--- src/rtl/check_node_message_generator.sv ---
// -----------------------------------------------------------------------------
// check_node_message_generator
//
// Serialises the check-to-variable messages of one min-sum check node. On an
// accepted start the block snapshots the min / second-min magnitudes, the
// position of the minimum and the sign bit of every incoming edge message. It
// then emits one IEEE-754 word per edge over a valid/ready handshake. Each word
// carries:
//   sign = XOR of all edge signs XOR own edge sign  (extrinsic sign)
//   mag  = second_min on the edge holding the minimum, min everywhere else
//
// Ports
//   clk         single clock, rising edge
//   reset_n     synchronous active-low reset
//   start       begin one check node (sampled in IDLE only)
//   min         absolute minimum magnitude (sign bit ignored)
//   second_min  absolute second minimum magnitude (sign bit ignored)
//   pos         edge index of the minimum
//   inputs      DEG incoming messages, edge j at [W*j +: W]
//   msg_out     outgoing message (registered)
//   msg_index   edge index of msg_out (registered)
//   msg_valid   qualifies msg_out / msg_index (registered)
//   msg_ready   consumer accept
//   busy        high whenever the FSM is not in IDLE
//   done        one-cycle pulse after the last message is accepted
//   parity_ok   (CN_PARITY_FLAG_EN only) ~total_sign of the current node
//
// Optional feature macro: CN_PARITY_FLAG_EN adds the parity_ok output.
//
// Timing with msg_ready held high: start sampled at edge 0, LOAD after edge 0,
// SEND after edge 1, first valid word after edge 2, last word accepted at edge
// DEG+2, done visible after edge DEG+3.
// -----------------------------------------------------------------------------
module check_node_message_generator #(
    parameter int DEG = 40,
    parameter int W   = 32
) (
    input  logic             clk,
    input  logic             reset_n,
    input  logic             start,
    input  logic [W-1:0]     min,
    input  logic [W-1:0]     second_min,
    input  logic [5:0]       pos,
    input  logic [W*DEG-1:0] inputs,
    output logic [W-1:0]     msg_out,
    output logic [5:0]       msg_index,
    output logic             msg_valid,
    input  logic             msg_ready,
    output logic             busy,
    output logic             done
`ifdef CN_PARITY_FLAG_EN
    ,
    output logic             parity_ok
`endif
);

    typedef enum logic [1:0] {
        IDLE   = 2'd0,
        LOAD   = 2'd1,
        SEND   = 2'd2,
        FINISH = 2'd3
    } state_t;

    localparam logic [5:0] LAST = 6'(DEG - 1);
    localparam logic [5:0] DEG6 = 6'(DEG);

    state_t         state_q, state_d;
    logic [5:0]     cnt_q, cnt_d;
    logic [5:0]     pos_q, pos_d;
    logic [W-2:0]   min_q, min_d;
    logic [W-2:0]   smin_q, smin_d;
    logic [DEG-1:0] sign_q, sign_d;
    logic           tsign_q, tsign_d;
    logic [W-1:0]   out_q, out_d;
    logic [5:0]     idx_q, idx_d;
    logic           valid_q, valid_d;
    logic           done_q, done_d;
`ifdef CN_PARITY_FLAG_EN
    logic           parity_q, parity_d;
`endif

    // Only the sign bit of each incoming edge message is needed.
    logic [DEG-1:0] sign_in;
    for (genvar j = 0; j < DEG; j++) begin : g_sign
        assign sign_in[j] = inputs[W*j + W - 1];
    end

    // Magnitude bits of inputs and the sign bits of min / second_min are
    // deliberately dropped.
    logic unused_bits;
    assign unused_bits = ^{min[W-1], second_min[W-1], inputs};

    // Word to be loaded into the output register: the current index on the
    // first SEND cycle (output register still empty), otherwise the next one.
    // sel_idx only reaches DEG on the final accept, where the word is not used.
    // Because sel_idx stays below DEG when used, a captured pos >= DEG never
    // matches and every word falls back to min.
    logic [5:0]   sel_idx;
    logic         sel_sign;
    logic [W-1:0] sel_word;

    always_comb begin
        sel_idx  = valid_q ? 6'(cnt_q + 6'd1) : cnt_q;
        sel_sign = 1'b0;
        if (sel_idx < DEG6) begin
            sel_sign = sign_q[sel_idx];
        end
        sel_word = {tsign_q ^ sel_sign, (sel_idx == pos_q) ? smin_q : min_q};
    end

    always_comb begin
        state_d  = state_q;
        cnt_d    = cnt_q;
        pos_d    = pos_q;
        min_d    = min_q;
        smin_d   = smin_q;
        sign_d   = sign_q;
        tsign_d  = tsign_q;
        out_d    = out_q;
        idx_d    = idx_q;
        valid_d  = valid_q;
        done_d   = 1'b0;
`ifdef CN_PARITY_FLAG_EN
        parity_d = parity_q;
`endif
        unique case (state_q)
            IDLE: begin
                if (start) begin
                    min_d   = min[W-2:0];
                    smin_d  = second_min[W-2:0];
                    pos_d   = pos;
                    sign_d  = sign_in;
                    state_d = LOAD;
                end
            end
            LOAD: begin
                tsign_d  = ^sign_q;
`ifdef CN_PARITY_FLAG_EN
                parity_d = ~(^sign_q);
`endif
                cnt_d    = 6'd0;
                state_d  = SEND;
            end
            SEND: begin
                if (!valid_q) begin
                    // Prime the output register with the first word.
                    valid_d = 1'b1;
                    idx_d   = sel_idx;
                    out_d   = sel_word;
                end else if (msg_ready) begin
                    if (cnt_q == LAST) begin
                        valid_d = 1'b0;
                        state_d = FINISH;
                    end else begin
                        cnt_d = sel_idx;
                        idx_d = sel_idx;
                        out_d = sel_word;
                    end
                end
            end
            FINISH: begin
                done_d  = 1'b1;
                state_d = IDLE;
            end
            default: state_d = IDLE;
        endcase
    end

    always_ff @(posedge clk) begin
        if (!reset_n) begin
            state_q  <= IDLE;
            cnt_q    <= '0;
            pos_q    <= '0;
            min_q    <= '0;
            smin_q   <= '0;
            sign_q   <= '0;
            tsign_q  <= 1'b0;
            out_q    <= '0;
            idx_q    <= '0;
            valid_q  <= 1'b0;
            done_q   <= 1'b0;
`ifdef CN_PARITY_FLAG_EN
            parity_q <= 1'b0;
`endif
        end else begin
            state_q  <= state_d;
            cnt_q    <= cnt_d;
            pos_q    <= pos_d;
            min_q    <= min_d;
            smin_q   <= smin_d;
            sign_q   <= sign_d;
            tsign_q  <= tsign_d;
            out_q    <= out_d;
            idx_q    <= idx_d;
            valid_q  <= valid_d;
            done_q   <= done_d;
`ifdef CN_PARITY_FLAG_EN
            parity_q <= parity_d;
`endif
        end
    end

    assign msg_out   = out_q;
    assign msg_index = idx_q;
    assign msg_valid = valid_q;
    assign busy      = (state_q != IDLE);
    assign done      = done_q;
`ifdef CN_PARITY_FLAG_EN
    assign parity_ok = parity_q;
`endif

endmodule

--- config.mk ---
export PLATFORM = sky130hd
export DESIGN_NAME = check_node_message_generator
export DESIGN_NICKNAME = d
export VERILOG_FILES = /design/src/rtl/check_node_message_generator.sv
export SDC_FILE = /design/constraint.sdc
export NUM_CORES = 1
export LEC_CHECK = 0
export CAP_MARGIN = 20
export CORE_AREA = 2 2 546 548
export CTS_CLUSTER_SIZE = 10
export DETAILED_ROUTE_END_ITERATION = 6
export DIE_AREA = 0 0 548 550
export PLACE_DENSITY = 0.3
export SETUP_SLACK_MARGIN = 0.1
export SKIP_CTS_REPAIR_TIMING = 1
export SYNTH_ARGS = -nofsm -noshare
export SYNTH_HDL_FRONTEND = slang
export SYNTH_SLANG_ARGS = --single-unit
--- constraint.sdc ---
create_clock -name clk -period 7.35 [get_ports clk]
set_input_delay 0.735 -clock clk [delete_from_list [all_inputs] [get_ports clk]]
set_output_delay 0.735 -clock clk [all_outputs]
set_load 0.03 [all_outputs]
**Word level (Yosys, flattened, before mapping)**

Cells that the tools add are included.
W data, S select, Z words.

- Add/sub/neg operators: 1
- Order comparisons: 2
- Equality and inequality tests: 12
- Muxes and demuxes: 22
- Bitwise logic cells: 1
- Reductions and logical operators: 8

Operators with widths:

| operator | count |
|---|---|
| $mux W32 | 3 |
| $reduce_xor A40 Y1 | 1 |
| $mux W31 | 1 |
| $mux W6 | 5 |
| $ne A2 B2 Y1 const B | 7 |
| $pmux W6 S2 | 1 |
| $mux W2 | 4 |
| $pmux W2 S4 | 1 |
| $reduce_and A4 Y1 | 2 |
| $lt A6 B7 Y1 const B | 1 |
| $add A6 B1 Y6 const B | 1 |
| $bmux W1 S6 | 1 |
| $eq A6 B6 Y1 | 1 |
| $eq A6 B6 Y1 const B | 1 |
| $lt A6 B6 Y1 const B | 1 |
| $mux W1 | 6 |
| $eq A2 B2 Y1 const B | 2 |
| $reduce_bool A2 Y1 | 2 |
| $reduce_and A3 Y1 | 1 |
| $eq A2 B1 Y1 const B | 1 |
| $logic_not A2 Y1 | 1 |
| $reduce_and A2 Y1 | 1 |
| $xor A1 B1 Y1 | 1 |

- Register bits: 157
- Input bits: 1354
- Output and inout bits: 41
- Logic and storage cells: 57

**Depth between registers and ports, before layout**

Gate-level depths: netlist of run 1.

- Depth in word-level cells: 9
- Depth in mapped cells: 10
- Gate-level depth less buffers: 8

**Worst setup path after synthesis of run 1**

Ideal clock, no wire load.

- Path type: reg-to-reg
- From: register valid_q (netlist: msg_valid)
- To: register out_q[31] (netlist: msg_out[31])
- Library setup time: 0.088 ns
- Arrival time: 2.373 ns
- Required time: 7.262 ns
- Setup slack: 4.889 ns
- Cell stages (with the launch flop): 9
- Path buffers: 1
- Clock period less this slack: 2.461 ns
- Cells stage by stage: dfxtp_1 > buf_4 > a21boi_0 > nor2_2 > mux4_2 > mux2i_1 > o31ai_1 > o31a_1 > o32ai_2

- Word-level cells in the longest chain between the ends: 8
- Elaborated cells between the ends (all ways): 12
- Classes of those cells: order compare (1); eq/ne (2); mux (7); bitwise (1); reduce/logical (1)

Ends and longest elaborated chain:

| what | RTL line | source |
|---|---|---|
| start: declaration | 76 | `logic valid_q, valid_d;` |
| start signal: assignment | 195 | `valid_q <= valid_d;` |
| $mux W6 | 103 | `sel_idx = valid_q ? 6'(cnt_q + 6'd1) : cnt_q;` |
| $bmux W1 S6 | 106 | `sel_sign = sign_q[sel_idx];` |
| $mux W1 (not written as such) | 106 |  |
| $mux W1 | 105 | `if (sel_idx < DEG6) begin` |
| $xor A1 B1 Y1 | 108 | `sel_word = {tsign_q ^ sel_sign, (sel_idx == pos_q) ? smin_q : min_q};` |
| $mux W32 | 151 | `if (cnt_q == LAST) begin` |
| $mux W32 | 150 | `end else if (msg_ready) begin` |
| $mux W32 | 145 | `if (!valid_q) begin` |
| end signal: assignment | 193 | `out_q <= out_d;` |
| end: declaration | 74 | `logic [W-1:0] out_q, out_d;` |

Several ways; a longest one is shown, not always the timed one. The select of a mux whose other input is x is not followed.
A chain may end at the register's enable or synchronous reset.

**Worst setup path after layout of run 1**

- From: register valid_q (netlist: msg_valid)
- To: register out_q[14] (netlist: msg_out[14])

- Word-level cells in the longest chain between the ends: 6
- Elaborated cells between the ends (all ways): 9
- Classes of those cells: eq/ne (3); mux (5); reduce/logical (1)

Ends and longest elaborated chain:

| what | RTL line |
|---|---|
| $mux W6 | 103 |
| $eq A6 B6 Y1 | 108 |
| $mux W31 | 108 |
| $mux W32 | 151 |
| $mux W32 | 150 |
| $mux W32 | 145 |

Several ways; a longest one is shown, not always the timed one. The select of a mux whose other input is x is not followed.

==> flow_metrics.tcl, run 1 <==
set metrics [dict create \
    max_stage_delay_ns 0.63 \
    nNetsFinal 2292 \
    crit_fanout 31 \
    whs_ns 0.466 \
    power.density_nw_per_um2 251 \
    netlist_area_um2 7270 \
    crit_path_start "msg_valid" \
    min_path_type "reg2reg" \
    cts_root_buffer "clkbuf_16" \
    routedWlPerCell_um 7.67 \
    fin_cells 4889 \
    drt-met1-wl_um 16200 \
    first_pass_iters 4 \
    core-area_um2 296000 \
    die_w_um 548 \
    min_period_ns 3.21 \
    worst_pin_slew_ns 1.04 \
    hold_violations 0 \
    rsz0062_at_grt "no" \
    status "complete, no violations" \
    path_clk_slew_ns 0.07 \
    cp_slowest_cell "dfxtp_1" \
    place_ws_ns 4.02 \
    fmax_ghz 0.312 \
    power_mw 3.56 \
    ios 1395 \
    grt_usage_pct 2.48 \
    place_inst 4852 \
    htree_levels 4 \
    num_vias 6078 \
    insertion_delay_ns 0.48 \
    grt_first_pass_wirelength_um 50300 \
    worst_r2r_path_depth 10 \
    highest_layer "met4" \
    cp_common_cell "buf_4" \
    ir_drop_uv 157 \
    maxSlewHeadroom_pct 30.5 \
    syn_area_per_cell_um2 9.00 \
    period_share_pct 43.6 \
    cp_cell_sequence "buf_4 -> a21boi_0 -> nor2_2 -> buf_4 -> xor2_1 -> nand3_1 -> nor3_4 -> buf_4 -> mux2i_1 -> a21oi_1" \
    clk_path_buf_depth 2 \
    tns_ns 0 \
    cts_made_buffers 17 \
    p_leak_nw 3.58 \
    grt-ovfl-total 0 \
    drv_slew 0 \
    worstSetupPathType "reg2reg" \
    num_rows 200 \
    drive_gt1_share_pct 7.20 \
    grt_antenna_before_repair 19 \
    dp_hpwl_um 29100 \
    drtIter0Drc 216 \
    start_util_pct 2.46 \
    drt-vias-per-instance 1.24 \
    cts_tree "done" \
    yosysUniqueCellTypes 43 \
    cap_violations 0 \
    grt_max_degree 90 \
    setup_viol 0 \
    ys_async_sr_fraction_pct 0 \
    worstPathArrival_ns 3.53 \
    ant_nets 0 \
    finalWirelength_um 37500 \
    drcViolationCount 0 \
    die_h_um 550 \
    ys_warn_count 0 \
    min-delay-start "min_q[22]" \
    gp_congestion 0.657 \
    synth_nets 2168 \
    wl_met2_um 19600 \
    numPortBuffers 152 \
    holdPathStages 2 \
    yosysSeqAreaShare_pct 43.2 \
    cts_sinks 157 \
    timing.rr.start "msg_valid" \
    syn_inst 808 \
    grt_pass1_vias 6045 \
    crit_path_end_kind "flip-flop" \
    dr_wl_met3_um 630 \
    dieArea_um2 301000 \
    setup_ws_ns 4.14 \
    synth_edf_count 0 \
    cp.required_ns 7.67 \
    cp-start-kind "flip-flop" \
    synthFlopType "dfxtp_1" \
    skew_ns 0.0296 \
    ys_ff_latch 157 \
    synthToLayoutAreaGrowth_pct 95.4 \
]
## placed cells by master (no fill, tap or decap), types with 5 or more instances in the layout
cell type,synthesis,final
mux2i_1,45,45
and2_1,7,6
nor2_1,7,7
nand3_1,9,9
clkdlybuf4s50_1,0,151
mux4_2,10,10
xnor2_1,40,40
dfxtp_1,157,157
buf_4,2,14
a21boi_0,111,110
clkbuf_16,0,17
nand2_1,230,229
o21ai_0,37,37
xor2_1,10,10
a21oi_1,32,32
o211a_1,6,6
diode_2,0,5
ha_1,6,6
mux4_1,6,6
## state kept, by name (all words and copies together), names as in the netlist
name	count
sign_q	40
smin_q	31
cnt_q	6
msg_valid	1
pos_q	6
done	1
msg_out	32
state_q	2
msg_index	6
tsign_q	1
min_q	31
## routing by layer
| metal | vias to the layer above | track usage, % |
|---|---|---|
| met1 | 2949 | 2.92 |
| met4 | 0 | 1.30 |
| li1 | 2993 | - |
| met3 | 35 | 0.287 |
| met5 | - | 0 |
| met2 | 101 | 4.39 |
## worst paths after layout
kind                                    end  slack (ns)
worst min register to register    min_q[22]        0.47
worst max-delay path            msg_out[14]        4.14
worst min-delay path              min_q[22]        0.47
worst max register to register  msg_out[14]        4.14
## cell families after synthesis
kind of cell             after synthesis  share of synthesized area [%]
multiplexers                          63                           11.8
adder cells (fa/ha/maj)                6                           1.03
XOR/XNOR                              51                           6.25
buffers and inverters                 64                           3.97
AO/OA/AOI/OAI                        199                           18.7
AND/OR/NAND/NOR                      268                           15.0
flip-flops                           157                           43.2
## synthesized netlist by cell type (3+ instances only)
cell / n / share of area (%)
and2_1: 7 / 0.60
o31ai_1: 3 / 0.31
nand2_1: 230 / 12
o21ai_0: 37 / 2.5
dfxtp_1: 157 / 43
a21oi_1: 32 / 2.2
nor2_1: 7 / 0.36
clkbuf_1: 49 / 2.5
nor2b_1: 3 / 0.26
xor2_1: 10 / 1.2
nand3_1: 9 / 0.62
a21boi_0: 111 / 11
mux4_1: 6 / 2.2
buf_2: 3 / 0.21
mux4_2: 10 / 3.1
inv_1: 4 / 0.21
o211a_1: 6 / 0.83
ha_1: 6 / 1.0
mux2i_1: 45 / 6.2
buf_6: 5 / 0.77
xnor2_1: 40 / 4.8
## layout make-up
class | instances | area, µm²
well taps | 3939 | 4930
clock buffers | 18 | 439
clock inverters | 14 | 190
diodes | 5 | 12.5
multi-input cells | 587 | 3860
fillers | 34800 | 281000
flip-flops and latches | 157 | 3140
repair buffers | 165 | 1620
inverters | 4 | 15.0
## report_power, final
| part | internal [mW] | switching [mW] |
|---|---|---|
| Combinational | 0.566 | 0.803 |
| Sequential | 1.05 | 0.146 |
| Clock | 0.530 | 0.470 |
| Total | 2.14 | 1.42 |
## metrics by stage
| stage | area, µm² | util [%] |
|---|---|---|
| detailed placement | 13600 | 4.59 |
| floorplan | 7270 | - |
| global placement | 13600 | 4.59 |
| global route | 14200 | 4.80 |
| CTS | 14200 | 4.80 |
| finish | 14200 | 4.81 |
## critical path, delay by kind of cell (launching register included)
kind	cells	cell delay [ns]
buffers and inverters	3	1.13
flip-flops	1	0.63
AND/OR/NAND/NOR	3	0.57
multiplexers	1	0.29
AO/OA/AOI/OAI	2	0.25
XOR/XNOR	1	0.16
Note: power is estimated with default switching activity, not from simulation.
==> run 2, diff against run 1 <==
--- a/config.mk
+++ b/config.mk
@@ -6,10 +6,10 @@
 export NUM_CORES = 1
 export LEC_CHECK = 0
 export CAP_MARGIN = 20
-export CORE_AREA = 2 2 546 548
+export CORE_AREA = 2 2 537 539
 export CTS_CLUSTER_SIZE = 10
 export DETAILED_ROUTE_END_ITERATION = 6
-export DIE_AREA = 0 0 548 550
+export DIE_AREA = 0 0 539 541
 export PLACE_DENSITY = 0.3
 export SETUP_SLACK_MARGIN = 0.1
 export SKIP_CTS_REPAIR_TIMING = 1
==> constraint.sdc (replaced) <==
create_clock -name clk -period 2.9 [get_ports clk]
set_input_delay 0.29 -clock clk [delete_from_list [all_inputs] [get_ports clk]]
set_output_delay 0.29 -clock clk [all_outputs]
set_load 0.03 [all_outputs]
==> flow_metrics.tcl, run 2 (synthesized netlist as in run 1, its figures left out) <==
set metrics [dict create \
    holdPathStages 2 \
    drv_slew 0 \
    min_path_type "in2reg" \
    drcViolationCount 0 \
    final_common_cell "nand2_1" \
    first_pass_iters 4 \
    ant_nets 0 \
    fmax_ghz 0.371 \
    hold_violations 0 \
    p_comb_share_pct 40.1 \
    crit_fanout 4 \
    routedWlPerCell_um 7.68 \
    min-delay-start "reset_n" \
    finalWirelength_um 36400 \
    maxSlewHeadroom_pct 52.0 \
    num_rows 197 \
    cp_common_cell "o31a_1" \
    dieArea_um2 292000 \
    power.density_nw_per_um2 634 \
    place_ws_ns 0.0721 \
    synthToLayoutAreaGrowth_pct 94.6 \
    r2r_slack_ns 0.21 \
    tns_ns 0 \
    crit_path_end_kind "flip-flop" \
    skew_ns 0.0243 \
    grt_usage_pct 2.49 \
    clock_power_share_pct 26.3 \
    start_util_pct 2.54 \
    cts_root_buffer "clkbuf_16" \
    cp_cell_sequence "ha_2 -> mux4_1 -> or4_1 -> o31a_1 -> o2111ai_1 -> o31ai_1 -> o31a_1 -> o32ai_2" \
    p_switching_mw 3.61 \
    worstPathArrival_ns 3.08 \
    cp.required_ns 3.29 \
    place_inst 4705 \
    core-area_um2 286000 \
    cap_violations 0 \
    period_share_pct 92.8 \
    ir_drop_uv 365 \
    status "complete, no violations" \
    grt_first_pass_wirelength_um 49800 \
    internal_power_mw 5.35 \
    r2r-end "msg_out[31]" \
    num_vias 6061 \
    die_h_um 541 \
    fin_cells 4740 \
    nNetsFinal 2303 \
    path_clk_slew_ns 0.09 \
    worst_r2r_path_depth 8 \
    drt-vias-per-instance 1.28 \
    insertion_delay_ns 0.49 \
    drive_gt1_share_pct 8.47 \
    numPortBuffers 152 \
    largest_register_ff_count 40 \
    timing.rr.start "cnt_q[0]" \
    power_frac_seq_pct 33.6 \
    cts_made_buffers 17 \
    ios 1395 \
    cts_sinks 157 \
    layout_common_cells "nand2_1 (229), dfxtp_1 (157), clkdlybuf4s50_1 (151), a21boi_0 (110), mux2i_1 (45)" \
    min_to "min_q[19]" \
    htree_levels 4 \
    fill_cells 33900 \
    utilization_pct 4.94 \
    worstSetupPathType "reg2reg" \
    grt-ovfl-total 0 \
    clk_path_buf_depth 2 \
    max_stage_delay_ns 0.58 \
    gp_congestion 0.658 \
    grt_pass1_vias 6164 \
    min_period_ns 2.69 \
    power_mw 8.97 \
    cp-start-kind "flip-flop" \
    cp_slowest_cell "mux4_1" \
    rsz0062_at_grt "yes" \
    dp_hpwl_um 28600 \
    setup_ws_ns 0.208 \
    die_w_um 539 \
    setup_viol 0 \
    top_register "sign_q" \
    drtIter0Drc 252 \
    switching_share_pct 40.3 \
    p_leak_nw 3.64 \
    grt_antenna_before_repair 12 \
    worst_pin_slew_ns 0.702 \
    cts_tree "done" \
    grt_max_degree 109 \
]
[run 2: changes by cell type in the layout (fill, tap and decap cells not counted), sizes merged]
cell and change:
clkinv +2, diode -2, bufinv -2, clkinvlp +1, clkbuf -1, buf +11
[run 2: worst max path at each step]
stage | from | endpoint | slack, ns | depth (start not counted)
after floorplan | msg_valid | msg_out[31] | 0.44 | 8
after global placement | cnt_q[0] | msg_out[31] | 0.06 | 9
after detailed placement | cnt_q[0] | msg_out[31] | 0.07 | 9
after CTS | cnt_q[0] | msg_out[31] | 0.06 | 9
after global routing | cnt_q[0] | msg_out[31] | 0.07 | 8
final | cnt_q[0] | msg_out[31] | 0.21 | 8
[run 2: metal layers]
layer	vias up	share of wire, %	track usage (%)
met4	0	2.2	0.967
met1	2916	45	3.02
met2	93	52	4.41
met5	-	0	0
met3	31	1.5	0.302
li1	3021	-	-
[run 2: worst max-delay path: cells and delay by family (launching register included)]
kind	cells	cell delay, ns
compound gates	5	0.88
simple gates	1	0.41
fa+ha+maj	1	0.42
mux	1	0.58
flops	1	0.32
[run 2: per-stage QoR]
step,area (µm²),hold slack (ns)
after floorplan,7270,0.435
after global placement,13500,0.454
after detailed placement,13500,0.457
after CTS,14100,0.320
after global routing,14100,0.352
final,14100,0.352
[run 2: area by class of cell]
cell class	instances	area [µm²]	area share, %
Tap cell	3781	4730	33.4
Antenna cell	3	7.51	0.0531
Clock buffer	17	425	3.01
Sequential cell	157	3140	22.2
Timing Repair Buffer	176	1790	12.7
Multi-Input combinational cell	587	3870	27.3
Inverter	4	15.0	0.106
Clock inverter	15	169	1.19
[run 2: power by group through the flow]
stage | clock network (mW) | logic, mW | registers [mW]
3_5_place_dp | 0 | 3.74 | 3.07
3_3_place_gp | 0 | 3.78 | 3.07
6_report | 2.36 | 3.59 | 3.01
4_1_cts | 2.50 | 3.75 | 3.03
5_1_grt | 2.56 | 3.93 | 3.09
2_1_floorplan | 0 | 1.88 | 3.35
